[config.mk]
export PLATFORM = sky130hd
export DESIGN_NAME = dsp_alu_scheduler
export DESIGN_NICKNAME = d
export VERILOG_FILES = /design/src/rtl/dsp_pkg.sv /design/src/rtl/dsp_alu_scheduler_rr_arbiter.sv /design/src/rtl/dsp_alu_scheduler.sv
export SDC_FILE = /design/constraint.sdc
export NUM_CORES = 1
export LEC_CHECK = 0
export ABC_AREA = 1
export ABC_CLOCK_PERIOD_IN_PS = 3700
export BUFFER_PORTS_ARGS = -buffer_cell sky130_fd_sc_hd__clkbuf_2
export CAP_MARGIN = 20
export CORE_AREA = 10 10 340 342
export DETAILED_ROUTE_END_ITERATION = 8
export DIE_AREA = 0 0 350 352
export SLEW_MARGIN = 25
export SYNTH_ARGS = -nofsm -noshare
export SYNTH_HDL_FRONTEND = slang
export SYNTH_SLANG_ARGS = --single-unit
[constraint.sdc]
create_clock -name clk_i -period 3.7 [get_ports clk_i]
set_input_delay 0.37 -clock clk_i [delete_from_list [all_inputs] [get_ports clk_i]]
set_output_delay 0.37 -clock clk_i [all_outputs]
set_load 0.03 [all_outputs]
[src/rtl/dsp_pkg.sv]
// Shared DSP slice constants: operand/field widths and the ALUMODE encodings used around the ALU.
// Also holds the round-robin index helper shared by slice-sharing schedulers.
package dsp_pkg;

    localparam int OPMODE_W  = 7;
    localparam int ALUMODE_W = 4;
    localparam int DEF_WIDTH = 48;

    typedef enum logic [ALUMODE_W-1:0] {
        ALUMODE_ADD     = 4'b0000,
        ALUMODE_SUB_ZXY = 4'b0011,
        ALUMODE_XOR     = 4'b0100,
        ALUMODE_AND     = 4'b1100
    } alumode_e;

    function automatic int next_idx(input int idx, input int n);
        return (idx + 1 >= n) ? 0 : idx + 1;
    endfunction

endpackage

[src/rtl/dsp_alu_scheduler_rr_arbiter.sv]
// Round-robin arbiter: grants the first request at or after ptr, wrapping modulo N; purely combinational.
// en gates the one-hot grant only, so gnt_idx stays usable as a mux select while the consumer is stalled.
module rr_arbiter #(
    parameter int N  = 4,
    parameter int IW = $clog2(N)
) (
    input  logic [N-1:0]  req_i,
    input  logic [IW-1:0] ptr_i,
    input  logic          en_i,
    output logic [N-1:0]  gnt_o,
    output logic [IW-1:0] gnt_idx_o
);

    logic found;
    int   idx;

    always_comb begin
        gnt_o     = '0;
        gnt_idx_o = '0;
        found     = 1'b0;
        idx       = 0;
        for (int off = 0; off < N; off++) begin
            idx = int'(ptr_i) + off;
            if (idx >= N) begin
                idx = idx - N;
            end
            if (!found && req_i[IW'(idx)]) begin
                found     = 1'b1;
                gnt_idx_o = IW'(idx);
            end
        end
        if (found && en_i) begin
            gnt_o[gnt_idx_o] = 1'b1;
        end
    end

endmodule

[src/rtl/dsp_alu_scheduler.sv]
// Shares one DSP ALU among NREQ requesters: round-robin issue register A, response register B, 2-cycle latency.
// Backpressure: RSP_READY low stalls B, then A; REQ_READY drops while A cannot advance, no op lost or duplicated.
module dsp_alu_scheduler
    import dsp_pkg::*;
#(
    parameter int WIDTH = DEF_WIDTH,
    parameter int NREQ  = 4,
    parameter int IDW   = $clog2(NREQ)
) (
    input  logic                      clk_i,
    input  logic                      rstn_i,

    input  logic [NREQ-1:0]           req_valid_i,
    output logic [NREQ-1:0]           req_ready_o,
    input  logic [OPMODE_W*NREQ-1:0]  req_opmode_i,
    input  logic [ALUMODE_W*NREQ-1:0] req_alumode_i,
    input  logic [WIDTH*NREQ-1:0]     req_x_i,
    input  logic [WIDTH*NREQ-1:0]     req_y_i,
    input  logic [WIDTH*NREQ-1:0]     req_z_i,
    input  logic [NREQ-1:0]           req_cin_i,

    output logic [OPMODE_W-1:0]       alu_opmode_o,
    output logic [ALUMODE_W-1:0]      alu_alumode_o,
    output logic [WIDTH-1:0]          alu_x_o,
    output logic [WIDTH-1:0]          alu_y_o,
    output logic [WIDTH-1:0]          alu_z_o,
    output logic                      alu_cin_o,
    input  logic [WIDTH-1:0]          alu_out_i,
    input  logic                      alu_cout_i,

    output logic                      rsp_valid_o,
    input  logic                      rsp_ready_i,
    output logic [IDW-1:0]            rsp_id_o,
    output logic [WIDTH-1:0]          rsp_out_o,
    output logic                      rsp_cout_o,

    output logic                      busy_o
);

    logic                 a_v_q;
    logic [IDW-1:0]       a_id_q;
    logic [OPMODE_W-1:0]  a_opmode_q;
    logic [ALUMODE_W-1:0] a_alumode_q;
    logic [WIDTH-1:0]     a_x_q, a_y_q, a_z_q;
    logic                 a_cin_q;

    logic                 b_v_q;
    logic [IDW-1:0]       b_id_q;
    logic [WIDTH-1:0]     b_out_q;
    logic                 b_cout_q;

    logic [IDW-1:0]       ptr_q, ptr_d;

    logic                 b_load, b_drain, a_free, accept, arb_en;
    logic [IDW-1:0]       gnt_idx;

    logic [OPMODE_W-1:0]  sel_opmode;
    logic [ALUMODE_W-1:0] sel_alumode;
    logic [WIDTH-1:0]     sel_x, sel_y, sel_z;
    logic                 sel_cin;

    // Ready depends only on the pipeline valids and RSP_READY, never on ALU_OUT.
    assign b_load  = a_v_q & (~b_v_q | rsp_ready_i);
    assign b_drain = b_v_q & rsp_ready_i & ~b_load;
    assign a_free  = ~a_v_q | b_load;
    assign arb_en  = a_free & rstn_i;
    assign accept  = |req_ready_o;

    rr_arbiter #(
        .N  (NREQ),
        .IW (IDW)
    ) u_arb (
        .req_i     (req_valid_i),
        .ptr_i     (ptr_q),
        .en_i      (arb_en),
        .gnt_o     (req_ready_o),
        .gnt_idx_o (gnt_idx)
    );

    always_comb begin
        sel_opmode  = '0;
        sel_alumode = '0;
        sel_x       = '0;
        sel_y       = '0;
        sel_z       = '0;
        sel_cin     = 1'b0;
        for (int i = 0; i < NREQ; i++) begin
            if (IDW'(i) == gnt_idx) begin
                sel_opmode  = req_opmode_i[i*OPMODE_W +: OPMODE_W];
                sel_alumode = req_alumode_i[i*ALUMODE_W +: ALUMODE_W];
                sel_x       = req_x_i[i*WIDTH +: WIDTH];
                sel_y       = req_y_i[i*WIDTH +: WIDTH];
                sel_z       = req_z_i[i*WIDTH +: WIDTH];
                sel_cin     = req_cin_i[i];
            end
        end
    end

    always_comb begin
        ptr_d = ptr_q;
        if (accept) begin
            ptr_d = IDW'(next_idx(int'(gnt_idx), NREQ));
        end
    end

    always_ff @(posedge clk_i) begin
        if (!rstn_i) begin
            a_v_q       <= 1'b0;
            a_id_q      <= '0;
            a_opmode_q  <= '0;
            a_alumode_q <= '0;
            a_x_q       <= '0;
            a_y_q       <= '0;
            a_z_q       <= '0;
            a_cin_q     <= 1'b0;
            b_v_q       <= 1'b0;
            b_id_q      <= '0;
            b_out_q     <= '0;
            b_cout_q    <= 1'b0;
            ptr_q       <= '0;
        end else begin
            ptr_q <= ptr_d;
            // ALU drive only changes on a load, so a stalled or idle A keeps the ALU inputs frozen.
            if (accept) begin
                a_v_q       <= 1'b1;
                a_id_q      <= gnt_idx;
                a_opmode_q  <= sel_opmode;
                a_alumode_q <= sel_alumode;
                a_x_q       <= sel_x;
                a_y_q       <= sel_y;
                a_z_q       <= sel_z;
                a_cin_q     <= sel_cin;
            end else if (a_free) begin
                a_v_q <= 1'b0;
            end
            if (b_load) begin
                b_v_q    <= 1'b1;
                b_id_q   <= a_id_q;
                b_out_q  <= alu_out_i;
                b_cout_q <= alu_cout_i;
            end else if (b_drain) begin
                b_v_q <= 1'b0;
            end
        end
    end

    assign alu_opmode_o  = a_opmode_q;
    assign alu_alumode_o = a_alumode_q;
    assign alu_x_o       = a_x_q;
    assign alu_y_o       = a_y_q;
    assign alu_z_o       = a_z_q;
    assign alu_cin_o     = a_cin_q;

    assign rsp_valid_o = b_v_q;
    assign rsp_id_o    = b_id_q;
    assign rsp_out_o   = b_out_q;
    assign rsp_cout_o  = b_cout_q;

    assign busy_o = a_v_q | b_v_q;

endmodule

==> results.md <==
* Status: completed
* Max cap viols at 0
* Critical path required time at 3.33 ns
* Vias in the first global route at 18.12k
* Synth warn at 0
* Final Hold Vio Count at 0
* VDD IR max at 1.234 mV
* Num rows at 121
* Per-cell routed wire length at 22.68 um
* CTS tree: yes
* Core area at 108,600 um^2
* First-pass GRT wire length at 138.1 mm
* Remaining global-route overflow at 0
* DR iter-0 viols at 1,582
* Initial Util at 12.34%
* TritonRoute pass-1 iters at 6
* Main area contributors after synthesis: dfxtp_1, nand2_1, o21ai_0, nor2_1, nand3b_1
* Drt drc at 0
* Slowest cell on the critical path: dfxtp_2
* Critical Path Most Common Cell: nand2_1
* Sequential share of the synthesized area at 31.84%
* Net Count, Synth at 2,913
* Syn Inst Count at 2,229
* # IOs at 893
* Syn Area/Cell at 6.008 um^2
* Setup violations, final at 0
* Final number of max-transition violations at 0
* CTS Root Cell: clkbuf_16
* Area grow syn2layout at 57.54%
* Die Span Y at 352 um
* Final core occ at 19.44%
* Hold Path Class: in -> reg
* Final net count at 3,742
* Tightest Pin Transition at 0.8309 ns
* Setup CP Type: reg -> out
* Area taken by multi-input logic gates at 8249 um^2
* Clk_lat worst skew at 0.62 ns
* Via/cell ratio at 4.161
* Fill count at 12.52k
* Leakage at 10.48 nW
* Drt total wl at 102.1 mm
* Number of CTS-inserted buffers at 30
* Final critical-path share of the clock period at 93.97%
* CTS HTree Levels at 1
* Initial antenna violation count at 36
* Antenna-violating nets left at 0
* Clk buf depth at 3
* Total GRT Usage at 15.33%
* Post-synth top area cell: dfxtp_1
* Clk_skew at 0.03669 ns
* FF/Latch Area at 4265 um^2
* Fmax at 287.6 MHz
* Dpl hpwl at 82.69 mm
* Largest net degree at the start of global routing at 84
* Unique masters post-synth at 24
* Worst path cell trace: inv_4, nand2_1, nand2_1, nand2_1, nand2_1, nor2_2, nand2_1, a21oi_1, nor2_2, inv_1, ha_4, clkinv_16, buf_4, nor2_1, buf_2
* Die area at 123,200 um^2
* CTS clk-pin slew, worst paths at 0.06 ns
* Setup_tns at 0 ns
* Gpl congestion at 0.9981
* Worst path max stage delay at 0.41 ns
* Yosys top cell area share at 31.84%
* Via count at 18.73k
* Width of the die at 350 um
* FF+latch count, synth at 213
* Overall Power at 28.06 mW
* Synth Cell Area at 13,390 um^2
* CP startpoint kind: flop
* Pwr Density at 1330 nW/um^2
* Final min period at 3.477 ns
* CP arrival at 3.11 ns
* Fraction of layout cells with a size suffix above 1 at 33.54%
* CTS Sinks at 213
* Port buffer count at 892
* Type of element capturing the critical path: primary output
* Slew HR at 44.61%
* Crit-path max FO at 32
-- area by class of cell --
| class | count | area share, % |
|---|---|---|
| Multi-Input combinational cell | 1791 | 39.10 |
| Clock buffer | 39 | 4.003 |
| Inverter | 20 | 0.5456 |
| Antenna cell | 9 | 0.1067 |
| Timing Repair inverter | 1 | 0.05337 |
| Sequential cell | 213 | 20.22 |
| Clock inverter | 12 | 0.7887 |
| Timing Repair Buffer | 1001 | 26.80 |
| Tap cell | 1414 | 8.385 |
-- cells by family after synthesis --
| group | after synthesis | share of synthesized area (%) |
|---|---|---|
| simple gates | 1261 | 40.91 |
| compound gates | 526 | 19.77 |
| buf+inv | 225 | 7.110 |
| flops | 213 | 31.84 |
| fa+ha+maj | 4 | 0.3737 |
-- registers in the layout, indices dropped and copies added, names as in the netlist --
name	flops
a_id_q	2
a_v_q	1
alu_alumode_o	4
alu_cin_o	1
alu_opmode_o	7
alu_x_o	48
alu_y_o	48
alu_z_o	48
ptr_q	2
rsp_cout_o	1
rsp_id_o	2
rsp_out_o	48
rsp_valid_o	1
-- per-stage QoR --
step | hold WS (ns) | std cells | setup WS, ns | cell area [um^2]
floorplan | 0.4554 | 2229 | 0.5983 | 13390
global placement | 0.4637 | 4401 | 0.2652 | 19630
detailed placement | 0.4717 | 4401 | 0.2191 | 19630
CTS | 0.0006874 | 4490 | 0.05916 | 21040
global route | 0.04018 | 4495 | -0.002240 | 21090
finish | 0.04688 | 4500 | 0.2231 | 21100
-- synthesized netlist by cell type, drive strengths merged --
library cell    n
a21oi         159
clkbuf        150
nand2         522
dfxtp         213
and2            1
o21ai         365
ha              4
nand3         164
nand3b        140
or2             1
o211ai          2
inv            18
buf            55
nor2          433
clkinv          2
-- path summary, 6_finish.rpt --
kind,cells past startpoint,endpoint,slack (ns),start
max,15,req_ready_o[2],0.22,ptr_q[0]
min,3,rsp_out_o[35],0.05,alu_out_i[35]
max reg2reg,21,alu_x_o[34],0.35,ptr_q[0]
min reg2reg,2,rsp_out_o[6],0.48,rsp_out_o[6]
-- where the power goes --
part / switching, mW / internal [mW]
clock network: 1.26 / 1.80
logic: 14.8 / 6.69
registers: 0.424 / 3.11
-- layer usage --
metal | wire, um | up-vias | global-route usage [%]
met3 | 10230 | 134 | 5.154
met5 | 189 | - | 0
li1 | - | 9012 | -
met2 | 49160 | 905 | 26.61
met4 | 2844 | 28 | 3.647
met1 | 39650 | 8647 | 17.90
-- cell usage in the layout, fill, tap and decap left out --
cell / instances
clkbuf_2: 890
nand2_1: 520
nor2_1: 431
o21ai_0: 364
dfxtp_1: 212
nand3_1: 163
a21oi_1: 159
nand3b_1: 140
buf_4: 50
dlygate4sd3_1: 38
clkbuf_16: 30
buf_12: 18
inv_1: 13
diode_2: 9
clkinv_2: 7
clkbuf_8: 7
ha_4: 4
inv_6: 3
bufinv_16: 3
clkbuf_1: 3
inv_2: 2
nor2_2: 2
clkinv_16: 2
o211ai_4: 2
nand2_2: 2
buf_16: 2
o21ai_1: 1
inv_4: 1
and2_1: 1
nand3_2: 1
or2_2: 1
clkinvlp_4: 1
inv_8: 1
buf_2: 1
buf_6: 1
dfxtp_2: 1
-- critical path, delay by kind of cell (launching register included) --
family                   cells  cell delay [ns]
buffers and inverters        5             0.83
AND/OR/NAND/NOR              8             0.78
AO/OA/AOI/OAI                1             0.18
flip-flops                   1             0.41
adder cells (fa/ha/maj)      1             0.26
-- repair_timing --
action,in CTS,in global routing
gates resized for setup,5,5
endpoints found under the hold margin,38,0
endpoints found under the setup margin,4,4
hold buffers,38,0
cloned,0,1
buffers inserted,0,1
pin swaps,0,1
Power figures use the tool's default switching activity.
